===== config.mk =====
export PLATFORM = sky130hd
export DESIGN_NAME = mem_access_ctrl
export DESIGN_NICKNAME = d
export VERILOG_FILES = /design/src/rtl/mem_access_ctrl.sv
export SDC_FILE = /design/constraint.sdc
export NUM_CORES = 1
export LEC_CHECK = 0
export CAP_MARGIN = 20
export CORE_MARGIN = 5
export CORE_UTILIZATION = 40
export CTS_CLUSTER_SIZE = 14
export DETAILED_ROUTE_END_ITERATION = 12
export PLACE_DENSITY = 0.76
export SLEW_MARGIN = 15
export SYNTH_ARGS = -nofsm -noshare
export SYNTH_HDL_FRONTEND = slang
export SYNTH_SLANG_ARGS = --single-unit

===== constraint.sdc =====
create_clock -name clk -period 1.7 [get_ports clk]
set_input_delay 0.34 -clock clk [delete_from_list [all_inputs] [get_ports clk]]
set_output_delay 0.34 -clock clk [all_outputs]
set_load 0.005 [all_outputs]

===== src/rtl/mem_access_ctrl.sv =====
`default_nettype none
// ============================================================================
// Module      : mem_access_ctrl
// Description : Sequences one memory or device-register access at a time.
//               It latches the request, then drives the address and write
//               data onto the system bus with the MAR/MDR/MIO strobes. It
//               waits for device ready and returns read data with a
//               one-cycle ack. Every output is registered.
//               Optional macro MEM_TIMEOUT_EN bounds WAIT to TIMEOUT_CYC
//               cycles and reports expiry on err.
// Revision    : 1.0 - initial release
// ============================================================================
module mem_access_ctrl #(
  parameter int TIMEOUT_CYC = 15
) (
  input  logic        clk,
  input  logic        rst_n,
  input  logic        req,
  input  logic        req_we,
  input  logic [15:0] req_addr,
  input  logic [15:0] req_wdata,
  output logic        busy,
  output logic        ack,
  output logic [15:0] rdata,
  output logic        err,
  output logic [15:0] bus_out,
  output logic        bus_drive,
  output logic        ld_mar,
  output logic        ld_mdr,
  output logic        mio_en,
  output logic        r_w,
  output logic        gate_mdr_en,
  input  logic        ready,
  input  logic [15:0] mdr_in
);

  typedef enum logic [2:0] {
    S_IDLE   = 3'd0,
    S_ADDR   = 3'd1,
    S_DATA   = 3'd2,
    S_ACCESS = 3'd3,
    S_WAIT   = 3'd4,
    S_RESP   = 3'd5
  } state_t;

  state_t      r_state;
  logic        r_we;
  logic [15:0] r_addr;
  logic [15:0] r_wdata;
  logic        r_busy;
  logic        r_ack;
  logic [15:0] r_rdata;
  logic [15:0] r_bus_out;
  logic        r_bus_drive;
  logic        r_ld_mar;
  logic        r_ld_mdr;
  logic        r_mio_en;
  logic        r_r_w;
  logic        r_gate;

`ifdef MEM_TIMEOUT_EN
  localparam logic [3:0] c_TMO_LAST = 4'(TIMEOUT_CYC - 1);
  logic [3:0] r_cnt;
  logic       r_tmo;
  logic       r_err;
`endif

  // FSM: outputs are assigned together with the next state, so each strobe
  // is high during exactly the cycle of the state that owns it.
  always_ff @(posedge clk or negedge rst_n) begin
    if (!rst_n) begin
      r_state     <= S_IDLE;
      r_we        <= 1'b0;
      r_addr      <= 16'h0;
      r_wdata     <= 16'h0;
      r_busy      <= 1'b0;
      r_ack       <= 1'b0;
      r_rdata     <= 16'h0;
      r_bus_out   <= 16'h0;
      r_bus_drive <= 1'b0;
      r_ld_mar    <= 1'b0;
      r_ld_mdr    <= 1'b0;
      r_mio_en    <= 1'b0;
      r_r_w       <= 1'b0;
      r_gate      <= 1'b0;
`ifdef MEM_TIMEOUT_EN
      r_cnt       <= 4'd0;
      r_tmo       <= 1'b0;
      r_err       <= 1'b0;
`endif
    end else begin
      r_ack <= 1'b0;
`ifdef MEM_TIMEOUT_EN
      r_err <= 1'b0;
`endif
      case (r_state)
        S_IDLE: begin
          if (req) begin
            r_we        <= req_we;
            r_addr      <= req_addr;
            r_wdata     <= req_wdata;
            r_state     <= S_ADDR;
            r_busy      <= 1'b1;
            r_bus_out   <= req_addr;
            r_bus_drive <= 1'b1;
            r_ld_mar    <= 1'b1;
          end
        end
        S_ADDR: begin
          r_ld_mar <= 1'b0;
          r_ld_mdr <= 1'b1;
          if (r_we) begin
            r_state     <= S_DATA;
            r_bus_out   <= r_wdata;
            r_bus_drive <= 1'b1;
          end else begin
            // Read: the device loads its MDR from memory during ACCESS.
            r_state     <= S_ACCESS;
            r_bus_out   <= 16'h0;
            r_bus_drive <= 1'b0;
            r_mio_en    <= 1'b1;
            r_r_w       <= 1'b0;
          end
        end
        S_DATA: begin
          r_state     <= S_ACCESS;
          r_bus_out   <= 16'h0;
          r_bus_drive <= 1'b0;
          r_ld_mdr    <= 1'b0;
          r_mio_en    <= 1'b1;
          r_r_w       <= 1'b1;
        end
        S_ACCESS: begin
          r_state  <= S_WAIT;
          r_ld_mdr <= 1'b0;
          r_mio_en <= 1'b0;
          r_r_w    <= 1'b0;
`ifdef MEM_TIMEOUT_EN
          r_cnt    <= 4'd0;
`endif
        end
        S_WAIT: begin
          if (ready) begin
            r_state <= S_RESP;
            r_gate  <= ~r_we;
          end
`ifdef MEM_TIMEOUT_EN
          else if (r_cnt == c_TMO_LAST) begin
            r_state <= S_RESP;
            r_gate  <= ~r_we;
            r_tmo   <= 1'b1;
          end else begin
            r_cnt <= r_cnt + 4'd1;
          end
`endif
        end
        S_RESP: begin
          r_state <= S_IDLE;
          r_busy  <= 1'b0;
          r_gate  <= 1'b0;
          r_ack   <= 1'b1;
`ifdef MEM_TIMEOUT_EN
          if (!r_we) r_rdata <= r_tmo ? 16'hFFFF : mdr_in;
          r_err <= r_tmo;
          r_tmo <= 1'b0;
`else
          if (!r_we) r_rdata <= mdr_in;
`endif
        end
        default: begin
          r_state <= S_IDLE;
        end
      endcase
    end
  end

  assign busy        = r_busy;
  assign ack         = r_ack;
  assign rdata       = r_rdata;
  assign bus_out     = r_bus_out;
  assign bus_drive   = r_bus_drive;
  assign ld_mar      = r_ld_mar;
  assign ld_mdr      = r_ld_mdr;
  assign mio_en      = r_mio_en;
  assign r_w         = r_r_w;
  assign gate_mdr_en = r_gate;
`ifdef MEM_TIMEOUT_EN
  assign err         = r_err;
`else
  assign err         = 1'b0;
`endif

endmodule
`default_nettype wire


==> metrics.md <==
| Metric | Value |
|---|---|
| Row cnt | `29` |
| GP Congestion | `0.742` |
| Synth unique cells | `31` |
| Cells after synthesis | `218` |
| Top FF cell, synth | `dfrtp_1` |
| Post-DP HPWL | `4550 µm` |
| Status | `completed` |
| Core ar. | `0.00628 mm²` |
| Final ANT Viol Nets | `0` |
| CP Capture Type | `flip-flop` |
| Setup TNS after final layout | `0 ns` |
| Worst Path Required | `1.91 ns` |
| Yosys top cell by area | `dfrtp_1` |
| CTS tree | `built` |
| Worst min path class | `input port to async pin` |
| Fin cells | `400` |
| Crit Path Max Fanout | `16` |
| Die Ht | `89.7 µm` |
| # setup viols final | `0` |
| Number of flops mapped to enable cells by yosys | `0` |
| Max cap viols | `0` |
| Placed Instances | `385` |
| Max Fclk | `632 MHz` |
| Vias in the first global route | `2156` |
| Filler instances | `534` |
| Post-synthesis sequential area ratio | `0.590` |
| Most frequent cell after synthesis | `dfrtp_1` |
| VDD IR-drop max | `943 µV` |
| Final hold slack | `0.00364 ns` |
| Clock Skews | `0.00463 ns` |
| Worst skew pair latency | `0.33 ns` |
| Post-synth top area share | `0.590` |
| Clock tree buffer depth | `2` |
| Synth Net Count | `271` |
| Startpoint Class | `flip-flop` |
| Global Route Usage Sum | `0.161` |
| Number of clock sinks | `60` |
| Avg Inst Size Synth | `11.7 µm²` |
| First-pass DRT Iterations | `4` |
| Min Tclk post-route | `1.58 ns` |
| CTS root buffer | `clkbuf_8` |
| Layout cells sized above 1 | `0.173` |
| NumNets Final | `372` |
| Synth cell count leaders | `dfrtp_1 (60), mux2_2 (23), a21oi_1 (22)` |
| Max Slew Vio Count | `0` |
| Worst setup path class | `flip-flop to flip-flop` |
| Resize count post-CTS | `0` |
| Post-Route WL | `6280 µm` |
| Initial Util | `0.405` |
| Synth area leaders | `dfrtp_1 (59%), mux2_2 (10%), mux2_1 (4.4%)` |
| Asr flop ratio synth | `1.00` |
| Die Area | `0.00805 mm²` |
| Cell Area, Synth | `0.00254 mm²` |
| Cell area power density | `1810 mW/mm²` |
| Wire length per cell | `15.7 µm` |
| Multi-input gate area | `946 µm²` |
| Overflow after GRT | `0` |
| Pin count of the biggest net entering global routing | `61` |
| CTS buffer count | `9` |
| Antenna violations before repair | `0` |
| DRT iter0 DRCs | `77` |
| Hold Buf Count CTS | `0` |
| Vias post-DR | `2085` |
| Synth Register Bits | `60` |
| Post CTS Setup Buffer Count | `0` |
| Final period utilization | `0.931` |
| Inserted Diodes | `0` |
| I/O Pins | `94` |
| I/O Buffers | `92` |
| Ys Warns | `0` |
| Area growth syn-to-layout | `49.3%` |
| First-pass GRT wire length | `10400 µm` |
| # H-tree levels | `3` |
| RSZ-0062 raised after global routing | `false` |
| DR DRC count | `0` |
| Arrival @ worst endpoint | `1.80 ns` |
| Register Area | `0.00150 mm²` |
| Die X | `89.7 µm` |
| P_leak | `1.56 nW` |
| Vias/cell | `5.21` |
| Clock slew at reported path FFs | `0.06 ns` |
| Count of final hold-check violations | `0` |
## report_power, final
part	switching [W]	leakage [nW]	internal, W	total (W)
combinational	0.00131	0.762	0.00192	0.00323
clock	0.000511	0.0800	0.000514	0.00102
sequential	0.000455	0.717	0.00216	0.00262
## routing by layer
metal,wire length (µm),GRT usage
met5,0,0
met4,176,0.0882
met3,434,0.0451
met2,3160,0.264
met1,2500,0.189
## through the flow
stage	utilization	worst slack [ns]	power, W	cell area [µm²]
global route	0.605	0.0395	0.00738	3800
detailed placement	0.581	0.0135	0.00590	3650
finish	0.605	0.118	0.00687	3800
floorplan	-	0.0145	0.00414	2540
CTS	0.605	0.106	0.00696	3800
global placement	0.581	0.0360	0.00577	3650
## placed cells by master (no fill, tap or decap), drive strengths merged
cell type and n:
a21oi 22, a31oi 17, and2 1, and3 1, buf 17, clkbuf 12
clkdlybuf4s50 91, clkinv 3, conb 1, dfrtp 60, inv 5, mux2 33
mux2i 1, nand2 17, nand2b 2, nor2 5, nor2b 2, nor3 1
nor3b 2, nor4 1, nor4bb 1, o211ai 1, o21ai 21, o21bai 2
or3 2, or3b 1, xnor2 1
## layout make-up
class,count,share of cell area
well taps,77,0.0254
repair buffers,108,0.286
clock inverters,3,0.00395
multi-input cells,135,0.249
flip-flops and latches,60,0.395
inverters,5,0.00494
clock buffers,12,0.0356
## path summary, 6_finish.rpt
kind / startpoint / endpoint / slack [ns] / depth (start not counted)
setup / recovery: r_state[2] / rdata[15] / 0.12 / 4
hold / removal: rst_n / rdata[5] / 0.004 / 2
max in group asynchronous: rst_n / r_wdata[14] / 1.43 / 2
setup reg to reg: r_state[2] / rdata[15] / 0.12 / 4
hold reg to reg: rdata[6] / rdata[6] / 0.49 / 1
min in group clk: rdata[6] / rdata[6] / 0.49 / 1
## critical path: stages, from the launching register on
cell and delay (ns):
dfrtp_1 0.43, inv_1 0.15, nor4_4 0.34, buf_12 0.19, mux2_1 0.34
## logic make-up after synthesis
logic type | Yosys count | share of synthesized area
other | 1 | 0.00147
muxes | 34 | 0.150
DFF | 60 | 0.590
xor gates and xnor gates | 1 | 0.00344
and+or+nand+nor | 36 | 0.0757
AOI/OAI and AO/OA | 63 | 0.135
buffers and inverters | 23 | 0.0438
## flip-flops by register name, summed over array words and instances (netlist names)
name / count
r_we: 1
mio_en: 1
ack: 1
busy: 1
bus_out: 16
rdata: 16
r_wdata: 16
ld_mar: 1
r_w: 1
gate_mdr_en: 1
r_state: 3
ld_mdr: 1
bus_drive: 1
Power figures use the tool's default switching activity.
